$ cat config.mk
export PLATFORM = sky130hd
export DESIGN_NAME = booth_mult_seq
export DESIGN_NICKNAME = d
export VERILOG_FILES = /design/src/rtl/booth_mult_seq.sv
export SDC_FILE = /design/constraint.sdc
export NUM_CORES = 1
export LEC_CHECK = 0
export ABC_AREA = 1
export CORE_MARGIN = 5
export CORE_UTILIZATION = 55
export CTS_CLUSTER_SIZE = 8
export DETAILED_ROUTE_END_ITERATION = 10
export PLACE_DENSITY = 0.77
export SYNTH_ARGS = -nofsm -noshare
export SYNTH_HDL_FRONTEND = slang
export SYNTH_SLANG_ARGS = --single-unit
$ cat constraint.sdc
create_clock -name clk -period 2.6 [get_ports clk]
set_input_delay 0.52 -clock clk [delete_from_list [all_inputs] [get_ports clk]]
set_output_delay 0.52 -clock clk [all_outputs]
set_load 0.02 [all_outputs]
$ cat src/rtl/booth_mult_seq.sv
// booth_mult_seq: sequential radix-2 Booth multiplier, WIDTH x WIDTH -> 2*WIDTH.
// Signed or unsigned operation is selected per transaction. One Booth step
// runs per clock, and the result is held until the consumer takes it.
// Ports:
//   clk, rst_n                 clock, asynchronous active-low reset
//   in_valid / in_ready        operand handshake (in_ready high only in IDLE)
//   multiplier, multiplicand   Q and M operands, sampled only at accept
//   signed_mode                1 = two's complement, 0 = unsigned
//   out_valid / out_ready      result handshake
//   prod                       2*WIDTH-bit product, held until the next completion
module booth_mult_seq #(
    parameter int WIDTH = 8
) (
    input  logic               clk,
    input  logic               rst_n,
    input  logic               in_valid,
    output logic               in_ready,
    input  logic [WIDTH-1:0]   multiplier,
    input  logic [WIDTH-1:0]   multiplicand,
    input  logic               signed_mode,
    output logic               out_valid,
    input  logic               out_ready,
    output logic [2*WIDTH-1:0] prod
);

    localparam int CW = $clog2(WIDTH + 1);

    typedef enum logic [1:0] {S_IDLE, S_BUSY, S_DONE} state_t;

    state_t             state_q, state_d;
    logic [WIDTH+1:0]   a_q, a_d;       // accumulator, two guard bits so -M and 2^W-1 fit
    logic [WIDTH+1:0]   m_q, m_d;
    logic [WIDTH:0]     q_q, q_d;       // one extra bit lets unsigned Q read as a positive signed value
    logic               qm1_q, qm1_d;
    logic [CW-1:0]      cnt_q, cnt_d;
    logic [2*WIDTH-1:0] prod_q, prod_d;

    logic [WIDTH+1:0]   a_sum, a_sh;
    logic [WIDTH:0]     q_sh;

    // One Booth step: add/subtract M, then arithmetic shift of {A,Q,q_-1}.
    always_comb begin
        a_sum = a_q;
        case ({q_q[0], qm1_q})
            2'b01:   a_sum = a_q + m_q;
            2'b10:   a_sum = a_q - m_q;
            default: a_sum = a_q;
        endcase
        a_sh = {a_sum[WIDTH+1], a_sum[WIDTH+1:1]};
        q_sh = {a_sum[0], q_q[WIDTH:1]};
    end

    always_comb begin
        state_d = state_q;
        a_d     = a_q;
        m_d     = m_q;
        q_d     = q_q;
        qm1_d   = qm1_q;
        cnt_d   = cnt_q;
        prod_d  = prod_q;
        case (state_q)
            S_IDLE: begin
                if (in_valid) begin
                    m_d     = signed_mode ? {{2{multiplicand[WIDTH-1]}}, multiplicand}
                                          : {2'b00, multiplicand};
                    q_d     = signed_mode ? {multiplier[WIDTH-1], multiplier}
                                          : {1'b0, multiplier};
                    a_d     = '0;
                    qm1_d   = 1'b0;
                    cnt_d   = '0;
                    state_d = S_BUSY;
                end
            end
            S_BUSY: begin
                a_d   = a_sh;
                q_d   = q_sh;
                qm1_d = q_q[0];
                cnt_d = cnt_q + CW'(1);
                // Last of WIDTH+1 steps: the low 2*WIDTH bits of {A,Q} are exact.
                if (cnt_q == CW'(WIDTH)) begin
                    prod_d  = {a_sh[WIDTH-2:0], q_sh};
                    state_d = S_DONE;
                end
            end
            S_DONE: begin
                if (out_ready) state_d = S_IDLE;
            end
            default: state_d = S_IDLE;
        endcase
    end

    always_ff @(posedge clk or negedge rst_n) begin
        if (!rst_n) begin
            state_q <= S_IDLE;
            a_q     <= '0;
            m_q     <= '0;
            q_q     <= '0;
            qm1_q   <= 1'b0;
            cnt_q   <= '0;
            prod_q  <= '0;
        end else begin
            state_q <= state_d;
            a_q     <= a_d;
            m_q     <= m_d;
            q_q     <= q_d;
            qm1_q   <= qm1_d;
            cnt_q   <= cnt_d;
            prod_q  <= prod_d;
        end
    end

    assign in_ready  = (state_q == S_IDLE);
    assign out_valid = (state_q == S_DONE);
    assign prod      = prod_q;

endmodule

== Word level (Yosys, flattened, before mapping) ==
Cells that the tools add are included.
Cells by class
  equal/unequal tests: 8
  reductions and logical operators: 6
  bitwise operators: 0
  muxes and demuxes: 15
  magnitude comparators: 0
  div/mod/pow operators: 0
  add/sub/neg operators: 3
  multipliers: 0
  shifts and indexed selects: 0
Operators with widths (count)
  $pmux 10 s2: 2
  $mux 10: 2
  $mux 9: 2
  $pmux 9 s2: 1
  $add 10x10->10: 1
  $sub 10x10->10: 1
  $pmux 4 s2: 1
  $mux 2: 3
  $pmux 2 s3: 1
  $reduce_and 2->1: 3
  $add 4x1->4 const B: 1
  $eq 2x1->1 const B: 2
  $eq 2x2->1 const B: 2
  $eq 4x4->1 const B: 1
  $mux 4: 1
  $ne 2x2->1 const B: 2
  $reduce_and 3->1: 1
  $logic_not 2->1: 1
  $ne 2x1->1 const B: 1
  $pmux 1 s2: 1
  $reduce_bool 2->1: 1
  $mux 1: 1
Word-level totals
  input bits: 21
  bits in latches: 0
  ROM bits: 0
  logic and storage cells: 39
  memory bits (writable): 0
  output and inout port bits: 18
  memories: 0
  register bits: 52

== Depth between registers and ports, before layout ==
Gate-level depths: netlist (run 1).
  depth in word-level cells: 3
  gate-level depth with buffers: 19
  mapped depth without buffers: 18

== Least setup slack after synthesis (run 1) ==
No wires, ideal clock.
  kind: register to register
  start: register qm1_q
  end: register a_q[8]
  path buffers: 1
  clock period less this slack: 2.244 ns
  setup time: 0.113 ns
  setup slack: 0.356 ns
  stages on the path, launching flop included: 18
  required time: 2.487 ns
  data arrival time: 2.131 ns
  path through: dfrtp_1 inv_1 ha_1 clkbuf_1 inv_1 a21oi_1 xor2_1 inv_1 ha_1 nand2_1 nor2_1 nand3_1 nand3_1 inv_1 nand2_1 nand3_1 nand2_1 inv_1
On the way
  cells in the longest elaborated chain, start to end: 3
  elaborated cells between the ends (all ways): 4
  classes of those cells: 2 x eq/ne; 2 x mux
Ends and longest elaborated chain
  start, declared: RTL line 34  | logic qm1_q, qm1_d;
  start signal, assigned: RTL line 106  | qm1_q <= qm1_d;
  $eq 2x2->1 or $eq 2x1->1 (tied branches): RTL line 44  | case ({q_q[0], qm1_q})
  $pmux 10 s2 *: RTL line 44
  $pmux 10 s2 *: RTL line 61  | case (state_q)
  end signal, assigned: RTL line 95  | a_q <= '0;
  end signal, assigned: RTL line 103  | a_q <= a_d;
  end, declared: RTL line 31  | logic [WIDTH+1:0] a_q, a_d;
Mark *: on every way between the ends. The rest lies on a longest branch, timed or not.
A chain may end at the register's enable or synchronous reset.

== Worst setup path in the final report (run 1) ==
  start: register m_q[0]
  end: register a_q[4]
On the way
  cells in the longest elaborated chain, start to end: 3
  elaborated cells between the ends (all ways): 4
  classes of those cells: 2 x add/sub; 2 x mux
Ends and longest elaborated chain
  start, declared: RTL line 32  | logic [WIDTH+1:0] m_q, m_d;
  start signal, assigned: RTL line 104  | m_q <= m_d;
  $sub 10x10->10 or $add 10x10->10 (tied branches): RTL line 46, 45
  $pmux 10 s2 *: RTL line 44
  $pmux 10 s2 *: RTL line 61
Marks and branches as above.

==> metrics.cfg, run 1 <==
[yosys]
synth.most_common_cell=nand2_1
synth_edf_count=0
synth_nets=383
avgSynthCellArea_um2=8.26
yosysWarningCount=0
synthTopCellsByArea=dfrtp_1 44%, nand2_1 12%, inv_1 6.5%
synth-main-ff-cell=dfrtp_1
yosys.area.top_type=dfrtp_1
synth_top_area_share_pct=43.5
synth_commonest_cells=95 x nand2_1, 50 x dfrtp_1, 50 x inv_1
yosysSeqAreaShare_pct=43.5
synth_cell_type_count=37
async_flop_share_pct=100
postSynthCellCount=348
synthesis.area_mm2=0.00288
synth_seq_cells=50

[setup_path]
crit_chain=inv_1 -> ha_1 -> inv_1 -> o21ai_0 -> inv_1 -> ha_1 -> nand3_2 -> nand3_1 -> nand2_1 -> nand2_1 -> o21ai_0 -> nand2_1 -> nand2_1 -> nand2_1
path_delay_family=adder cells
crit_required_ns=2.79
crit_type=register to register
crit_top_cell=nand2_1
r2r-start=m_q[0]
critical_path_buf_inv_count=3
worstPathArrival_ns=2.59
critPathSlowestCell=o21ai_0
startpoint_type=register
startpoint=m_q[0]
cpPeakStageDelay_ns=0.40
endpoint_kind=register
critPathMaxFanout=3

[timing]
finalClockSkew_ns=0.00874
whs_ns=0.196
final.setup.worst_slack_ns=0.203
fin_crit_sh_pct=92.2
slew_violations=0
setup_violations=0
tightest_slew_ns=0.558
hold_viol_final=0
maxSlewHeadroom_pct=62.8
fmax_ghz=0.417
fin_tns_setup_ns=0
period_minus_slack_ns=2.40

[detailed_routing]
dr.pass1.iters=4
via_per_inst=5.17
routed_wl_um=5950
vias=2362
drc_errors=0
wl_per_cell_um=13.0
ant_nets=0
drt_iter0_drc=126

[placement]
gp_congestion=0.909
post_dp_cell_area_mm2=0.00329
post-dp-hpwl_um=4550
dp_slack_ns=0.0928
port_buffers=38

[global_routing]
overflow=0
antenna_found_initial=0
grt_pass1_vias=2164
grt_usage_pct=19.0
grt_first_pass_wirelength_um=9780
grt_max_degree=29

[die]
die_x_um=82.3
ioPinCount=39
core_area_mm2=0.00511
die-area_mm2=0.00677
row_count=26
start_util_pct=56.3
dieHeight_um=82.3

[finish]
design_area_mm2=0.00344
antennaDiodeCount=0
fin_nets=421
area_growth_pct=19.8
layout-drive-gt1-share_pct=10.6

[cts]
cts_made_buffers=5
cts_root_buffer=clkbuf_8
clk_pin_slew_ns=0.09
cts_buffer_depth=2
cts_hold_buf=0
clock_latency_ns=0.30
clkSinkCount=50
cts-htree-levels=2
cts_tree=built

[status]
status=finished, final reports clean

[min_path]
min_path_type=input pin to async pin

[run]
max_cap_violations=0

==> worst paths after layout <==
| path | cells after the start | end | slack (ns) |
|---|---|---|---|
| max reg2reg | 14 | a_q[4] | 0.20 |
| min in group clk | 2 | prod[9] | 0.48 |
| max | 14 | a_q[4] | 0.20 |
| min reg2reg | 2 | prod[9] | 0.48 |
| min | 1 | cnt_q[1] | 0.20 |
| max in group asynchronous | 2 | a_q[3] | 1.87 |
==> per-stage QoR <==
stage / util (%) / instances
after floorplan: - / 348
after global placement: 64.4 / 447
after detailed placement: 64.4 / 447
after CTS: 66.0 / 455
after global routing: 67.4 / 457
final: 67.4 / 457
==> cell families (layout without fill, tap and decap cells) <==
kind of cell | count (synthesis) | count (layout) | synth area share (%)
muxes | 2 | 2 | 0.696
DFF | 50 | 50 | 43.5
and+or+nand+nor | 137 | 137 | 21.4
xor gates and xnor gates | 9 | 9 | 2.74
buffers and inverters | 65 | 104 | 9.92
adders and majority gates | 14 | 14 | 6.35
AOI/OAI and AO/OA | 71 | 71 | 15.4
==> cell type report <==
type,instances,area [um^2]
sequential,50,1250
clock inverter,2,13.8
timing repair buffer,41,410
multi-input combinational,233,1390
clock buffer,6,72.6
fill,456,1660
inverter,55,214
tap,70,87.6
==> layout by cell type (no fill, tap or decap), types with 2 or more instances in the layout <==
cell and instances:
ha_4 2, nor3_1 4, xor2_1 7, o22ai_1 5
o21ai_0 20, o21ai_2 8, ha_2 2, a221oi_1 4
a21oi_2 2, o211ai_1 3, clkbuf_8 5, buf_4 2
inv_1 50, clkdlybuf4s50_1 37, mux2i_1 2, xnor2_1 2
nor2_2 3, o31ai_1 2, nand2_1 94, nor2_8 3
dfrtp_1 50, nand4_1 4, a31oi_1 4, nand3_1 14
o21ai_1 13, inv_2 2, ha_1 9, inv_4 3
nor2_1 9, a21oi_1 5
==> routing by layer <==
metal  track usage (%)  vias up  share of wire [%]
li1                  -     1210                  -
met2              30.4       46                 48
met4              7.81        0                1.6
met1              26.0     1099                 46
met5                 0        -                  0
met3              2.71        7                4.7
==> sequential cells by signal, indices dropped and copies added, names as in the netlist <==
signal,flops
prod,16
cnt_q,4
a_q,9
qm1_q,1
q_q,9
m_q,9
state_q,2
==> repair_timing <==
action,in CTS,in global routing
endpoints found under the setup margin,0,8
gates resized for setup,0,16
setup buffers,0,2
Power of run 1 is not shown: default switching activity piles up to over one toggle a cycle in this logic, so the estimate is an artifact.
==> inputs of run 2 (changes only) <==
--- a/config.mk
+++ b/config.mk
@@ -11,6 +11,7 @@
 export CTS_CLUSTER_SIZE = 8
 export DETAILED_ROUTE_END_ITERATION = 10
 export PLACE_DENSITY = 0.77
+export SKIP_LAST_GASP = 1
 export SYNTH_ARGS = -nofsm -noshare
 export SYNTH_HDL_FRONTEND = slang
 export SYNTH_SLANG_ARGS = --single-unit
==> run 2 against run 1 <==
First-iteration DRC count is 4.8% lower. Routed wire length decreased by 1.1%. Flip-flop and latch count did not move. Highest routed layer unchanged.
==> metrics.cfg, run 2 (synthesis results as in run 1) <==
[setup_path]
crit_top_cell=nand2_1
worstPathArrival_ns=2.59
cpPeakStageDelay_ns=0.40
crit_required_ns=2.79
reg2reg_to=a_q[4]
startpoint_type=register
r2r-start=m_q[0]
r2r_slack_ns=0.20
critPathMaxFanout=3
crit_type=register to register
critPathSlowestCell=o21ai_0
crit_chain=inv_1 -> ha_1 -> inv_1 -> o21ai_0 -> inv_1 -> ha_1 -> nand3_2 -> nand3_1 -> nand2_1 -> nand2_1 -> o21ai_0 -> nand2_1 -> nand2_1 -> nand2_1
rr_worst_depth=14
critical_path_buf_inv_count=3
endpoint_kind=register
path_delay_family=adder cells

[timing]
fmax_ghz=0.417
hold_viol_final=0
period_minus_slack_ns=2.40
maxSlewHeadroom_pct=63.1
fin_crit_sh_pct=92.3
tightest_slew_ns=0.553
finalClockSkew_ns=0.00946
grt_setup_unrepaired=true
setup_violations=0
slew_violations=0
whs_ns=0.195

[finish]
area_growth_pct=19.2
fill_cells=462
layout-drive-gt1-share_pct=10.1
final_cell_count_no_fill=457
fin_nets=421
largest_reg_flops=16
design_area_mm2=0.00343
antennaDiodeCount=0
final_cell_mix=94 x nand2_1, 50 x inv_1, 50 x dfrtp_1
mostFrequentLayoutCell=nand2_1

[die]
row_count=26
core_area_mm2=0.00511
start_util_pct=56.3
ioPinCount=39
die_x_um=82.3
dieHeight_um=82.3
die-area_mm2=0.00677

[global_routing]
grt_usage_pct=19.0
grt_pass1_vias=2164
grt_first_pass_wirelength_um=9780
grt_max_degree=29
antenna_found_initial=0
overflow=0

[placement]
dp_cells=447
port_buffers=38
post_dp_cell_area_mm2=0.00329
post-dp-hpwl_um=4550
gp_congestion=0.909

[detailed_routing]
vias=2368
via_per_inst=5.18
drc_errors=0
drt_iter0_drc=120
wl_per_cell_um=12.9
dr.pass1.iters=4
ant_nets=0
routed_wl_um=5890

[cts]
clk_pin_slew_ns=0.09
cts_root_buffer=clkbuf_8
cts_hold_buf=0
cts_buffer_depth=2
clkSinkCount=50
cts_tree=built
clock_latency_ns=0.30
cts-htree-levels=2
cts_made_buffers=5

[run]
max_cap_violations=0

[status]
status=finished, final reports clean

[min_path]
min_path_type=input pin to async pin

run 2: how the worst max path moves through the flow:
stage | startpoint | to | cells after the start
finish | m_q[0] | a_q[4] | 14
global route | m_q[1] | a_q[8] | 16
CTS | m_q[0] | a_q[8] | 16
detailed placement | m_q[0] | prod[15] | 16
global placement | m_q[0] | a_q[8] | 16
floorplan | qm1_q | a_q[8] | 17
run 2: area by class of cell:
type / instances / area (um^2) / area share, %
inverters: 55 / 214 / 6.24
clock inverters: 2 / 13.8 / 0.401
repair buffers: 41 / 410 / 12.0
well taps: 70 / 87.6 / 2.55
clock buffers: 6 / 72.6 / 2.12
flip-flops and latches: 50 / 1250 / 36.5
multi-input cells: 233 / 1380 / 40.2
run 2: repair_timing:
item,in CTS,in global routing
gates resized for setup,0,13
setup endpoints to repair,0,8
setup buffers,0,2
run 2: per-layer routing:
layer | global-route usage (%) | share of wire (%)
met1 | 26.0 | 47
met2 | 30.4 | 46
met3 | 2.71 | 4.7
met4 | 7.81 | 2.6
met5 | 0 | 0
run 2: worst reg2reg max path: cells and delay by family, from the launching register on:
| kind | cells | cell delay, ns |
|---|---|---|
| AO/OA/AOI/OAI | 2 | 0.57 |
| adder cells (fa/ha/maj) | 2 | 0.59 |
| buffers and inverters | 3 | 0.21 |
| flip-flops | 1 | 0.39 |
| AND/OR/NAND/NOR | 7 | 0.54 |
run 2: per-stage QoR:
| stage | utilization [%] | setup WS [ns] | TNS [ns] |
|---|---|---|---|
| 2_1_floorplan | - | 0.356 | 0 |
| 3_3_place_gp | 64.4 | 0.0760 | 0 |
| 3_5_place_dp | 64.4 | 0.0928 | 0 |
| 4_1_cts | 66.0 | 0.0673 | 0 |
| 5_1_grt | 67.1 | -0.0208 | -0.0208 |
| 6_report | 67.1 | 0.201 | 0 |
Power of run 2 is left out for the same reason.
==> inputs of run 3 (changes only) <==
--- a/config.mk
+++ b/config.mk
@@ -10,7 +10,9 @@
 export CORE_UTILIZATION = 55
 export CTS_CLUSTER_SIZE = 8
 export DETAILED_ROUTE_END_ITERATION = 10
-export PLACE_DENSITY = 0.77
+export PLACE_DENSITY = 0.78
+export RECOVER_POWER = 25
+export SKIP_CTS_REPAIR_TIMING = 1
 export SKIP_LAST_GASP = 1
 export SYNTH_ARGS = -nofsm -noshare
 export SYNTH_HDL_FRONTEND = slang
==> run 3 against run 2 <==
Highest routed layer unchanged. Die area is the same. Clock skew shrank 0.00086 ns. Non-clock buffer count is the same. Sequential share of layout area grew 0.46 points. Fmax grew 0.71%.
==> metrics.cfg, run 3 (synthesis results as in run 1) <==
[global_routing]
overflow=0
grt_max_degree=29
grt_pass1_vias=2192
grt_usage_pct=18.8
antenna_found_initial=0
grt_first_pass_wirelength_um=9700

[finish]
fin_nets=421
largest_reg_flops=16
design_area_mm2=0.00339
final_cell_mix=94 x nand2_1, 50 x inv_1, 50 x dfrtp_1
mostFrequentLayoutCell=nand2_1
area_growth_pct=17.8
antennaDiodeCount=0
layout-drive-gt1-share_pct=8.81
fill_cells=459

[die]
dieHeight_um=82.3
core_area_mm2=0.00511
start_util_pct=56.3
row_count=26
die-area_mm2=0.00677
ioPinCount=39
die_x_um=82.3

[detailed_routing]
dr.pass1.iters=5
drc_errors=0
drt_iter0_drc=129
routed_wl_um=5840
wl_per_cell_um=12.8
vias=2355
ant_nets=0
via_per_inst=5.16

[timing]
grt_setup_unrepaired=true
period_minus_slack_ns=2.38
fmax_ghz=0.420
setup_violations=0
fin_crit_sh_pct=91.6
slew_violations=0
hold_viol_final=0
finalClockSkew_ns=0.00859
tightest_slew_ns=1.32
fin_tns_setup_ns=0
maxSlewHeadroom_pct=11.8

[placement]
post-dp-hpwl_um=4450
port_buffers=38
post_dp_cell_area_mm2=0.00329
gp_congestion=0.895

[cts]
cts-htree-levels=2
clock_latency_ns=0.30
clkSinkCount=50
cts_buffer_depth=2
cts_tree=built
clk_pin_slew_ns=0.09
cts_made_buffers=5
cts_root_buffer=clkbuf_8

[setup_path]
r2r-start=m_q[1]
startpoint_type=register
crit_type=register to register
worstPathArrival_ns=2.58
crit_required_ns=2.79
critPathMaxFanout=5
endpoint_kind=register
startpoint=m_q[1]

[status]
status=finished, final reports clean

[run]
max_cap_violations=0

[min_path]
hold_start=prod[3]
min_path_type=register to register

-- run 3: cell type report --
cell class	count	area, um^2	share of cell area [%]
repair buffers	41	394	11.6
well taps	70	87.6	2.59
clock inverters	1	7.51	0.222
multi-input cells	233	1360	40.1
inverters	55	214	6.32
clock buffers	6	72.6	2.14
flip-flops and latches	50	1250	37.0
-- run 3: per-stage QoR --
stage	setup WS (ns)	hold slack (ns)	utilization, %	cells
floorplan	0.356	0.224	-	348
global placement	0.0643	0.456	64.4	447
detailed placement	0.0246	0.466	64.4	447
CTS	-0.0233	0.226	65.9	454
global route	-0.0173	0.499	66.3	456
finish	0.218	0.482	66.3	456
-- run 3: per-layer routing --
layer,global-route usage (%),vias up,share of wire (%)
met5,0,-,0
met2,30.6,48,47
met3,4.01,9,4.6
met4,6.64,0,1.8
li1,-,1208,-
met1,24.7,1090,47
-- run 3: critical path, stage by stage, from the launching register on --
cell and delay (ns):
dfrtp_1 0.39, inv_1 0.09, ha_1 0.17, nand2_1 0.10
o31ai_2 0.25, xor2_1 0.16, inv_1 0.06, ha_1 0.36
inv_1 0.10, o21ai_2 0.18, nor2_1 0.09, nand2_1 0.07
nand2_1 0.04, nand3_1 0.06, nand2_1 0.06, nand2_1 0.05
nand2_1 0.05
-- run 3: final timing paths --
kind                           end  slack, ns  depth (start not counted)
min in group asynchronous   a_q[8]       0.50                          1
setup / recovery            a_q[6]       0.22                         16
hold / removal             prod[3]       0.48                          2
hold reg to reg            prod[3]       0.48                          2
setup reg to reg            a_q[6]       0.22                         16
max in group asynchronous  prod[8]       0.83                          2
Power of run 3 is left out for the same reason.
==> edit, RTL diff (config.mk and constraints of run 2) <==
The parameter `WIDTH` goes from 8 to 16.
--- a/src/rtl/booth_mult_seq.sv
+++ b/src/rtl/booth_mult_seq.sv
@@ -9,7 +9,7 @@
 //   out_valid / out_ready      result handshake
 //   prod                       2*WIDTH-bit product, held until the next completion
 module booth_mult_seq #(
-    parameter int WIDTH = 8
+    parameter int WIDTH = 16
 ) (
     input  logic               clk,
     input  logic               rst_n,
Interface: changed (resized multiplicand, multiplier and prod); port bits go from 39 to 71. The function was not compared with the original's and may differ.
==> edit against run 2 <==
  * The run now ends with negative setup slack left
  * Synthesized area is 80% higher
  * Wire length is 140% higher
  * Sequential cell count is 41 higher
  * Largest cell class unchanged
  * Critical path depth is 5 higher
  * Setup slack worse by 310 ps
  * Critical path type unchanged
  * Cell area is 100% higher
  * Sequential share of layout area is 4.0 points lower
Power is left out: the tool's default activity adds up to more than one toggle a clock period on the data nets, which glitch-free logic cannot reach.
==> edit: results (changes against run 2) <==
{
  "status": {"value": "finished, violations left", "change": "was finished clean"},
  "violations_in_the_final_reports": "negative setup slack",
  "final_layout_size_suffix_gt1_share": {"value": 21.3, "unit": "%", "change": "was 10.1%"},
  "firstDrtPassIters": {"value": 5, "change": "was 4"},
  "worstPathArrival": {"value": 3010, "unit": "ps", "change": "was 2590 ps"},
  "postSynthCellCount": {"value": 675, "change": "was 348"},
  "final.fill_count": {"value": 690, "change": "was 462"},
  "layout_setup_ws": {"value": -106, "unit": "ps", "change": "was 201 ps"},
  "finish.net_count": {"value": 860, "change": "was 421"},
  "routed_wirelength": {"value": 14300, "unit": "µm", "change": "was 5890 µm"},
  "tritoncts_buffers": {"value": 9, "change": "was 5"},
  "avgRoutedWirePerCell": {"value": 15.6, "unit": "µm", "change": "was 12.9 µm"},
  "drt_first_iter_violations": {"value": 228, "change": "was 120"},
  "synth.net_count": {"value": 734, "change": "was 383"},
  "place_hpwl": {"value": 10000, "unit": "µm", "change": "was 4550 µm"},
  "post_synth_most_frequent_cells": {"value": "225 x sky130_fd_sc_hd__nand2_1, 91 x sky130_fd_sc_hd__dfrtp_1, 80 x sky130_fd_sc_hd__inv_1, 40 x sky130_fd_sc_hd__nor2_1, 39 x sky130_fd_sc_hd__nand3_1", "change": "was 95 x sky130_fd_sc_hd__nand2_1, 50 x sky130_fd_sc_hd__dfrtp_1, 50 x sky130_fd_sc_hd__inv_1, 24 x sky130_fd_sc_hd__o21ai_0, 15 x sky130_fd_sc_hd__nand3_1"},
  "worstSkewPairLatency": {"value": 370, "unit": "ps", "change": "was 300 ps"},
  "maximum_number_of_pins_on_one_net_before_global_route_repair": {"value": 92, "change": "was 29"},
  "slew_headroom": {"value": 42.8, "unit": "%", "change": "was 63.1%"},
  "dp.cells": {"value": 889, "change": "was 447"},
  "yosysSeqAreaShare": {"value": 43.9, "unit": "%", "change": "was 43.5%"},
  "place.gp.congestion": {"value": 0.906, "change": "was 0.909"},
  "cts_htree_levels": {"value": 3, "change": "was 2"},
  "grt_pass1_vias": {"value": 4774, "change": "was 2164"},
  "final-setup-viol-count": {"value": 12, "change": "was 0"},
  "buffer_ports.inserted": {"value": 70, "change": "was 38"},
  "grt_use_total": {"value": 25.0, "unit": "%", "change": "was 19.0%"},
  "r2r_end": {"value": "a_q[14]", "change": "was a_q[4]"},
  "largest_reg_flops": {"value": 32, "change": "was 16"}
}
==> edit: changes by cell type in the layout (fill, tap and decap cells not counted), sizes merged, moves of 19 or more <==
cell,change
a21oi,+19
nand3,+24
dfrtp,+41
nand2,+131
inv,+32
clkdlybuf4s50,+32
nor2,+29
buf,+64
==> edit: logic make-up after synthesis <==
logic type / share of synthesized area [%]
flops: 43.9
compound gates: 11.9
buf+inv: 8.86
simple gates: 26.2
xor+xnor: 3.04
mux: 0.579
fa+ha+maj: 5.46
==> edit: worst max-delay path: cells and delay by family (launching register included) <==
kind / cells / cell delay (ps)
AOI/OAI and AO/OA: 1 / 110
adders and majority gates: 2 / 520
DFF: 1 / 400
and+or+nand+nor: 13 / 1280
xor gates and xnor gates: 1 / 160
buffers and inverters: 2 / 160
==> edit: worst max path at each step <==
| stage | from | endpoint | slack [ps] |
|---|---|---|---|
| floorplan | m_q[0] | a_q[16] | 90 |
| global placement | m_q[1] | prod[29] | -190 |
| detailed placement | m_q[1] | prod[29] | -280 |
| CTS | m_q[1] | prod[29] | -150 |
| global route | m_q[5] | prod[31] | -300 |
| finish | m_q[0] | a_q[14] | -110 |
==> edit: metrics by stage <==
stage / cell area, µm² / util, % / setup TNS [ps] / hold slack [ps]
floorplan: 5180 / - / 0 / 224
global placement: 6320 / 68.7 / -1720 / 458
detailed placement: 6320 / 68.7 / -3020 / 461
CTS: 6700 / 72.8 / -1600 / 204
global route: 7000 / 76.1 / -4450 / 208
finish: 7000 / 76.1 / -763 / 173
==> edit: final cells by class <==
type	count	area (µm²)	share of cell area (%)
multi-input cells	477	2840	40.6
inverters	85	324	4.63
flip-flops and latches	91	2280	32.5
well taps	111	139	1.98
clock buffers	10	128	1.82
clock inverters	6	57.6	0.822
repair buffers	137	1230	17.6
==> edit: routing by layer <==
metal | part of all wire (%) | vias up | track usage [%]
li1 | - | 2426 | -
met1 | 45 | 2326 | 34.9
met2 | 48 | 149 | 41.5
met3 | 5.8 | 22 | 3.01
met4 | 1.8 | 0 | 6.12
met5 | 0 | - | 0
==> edit: repair_timing <==
item / CTS / global route
pin swaps: 18 / 38
resized for setup: 31 / 66
setup endpoints to repair: 22 / 23
setup buffers: 6 / 7
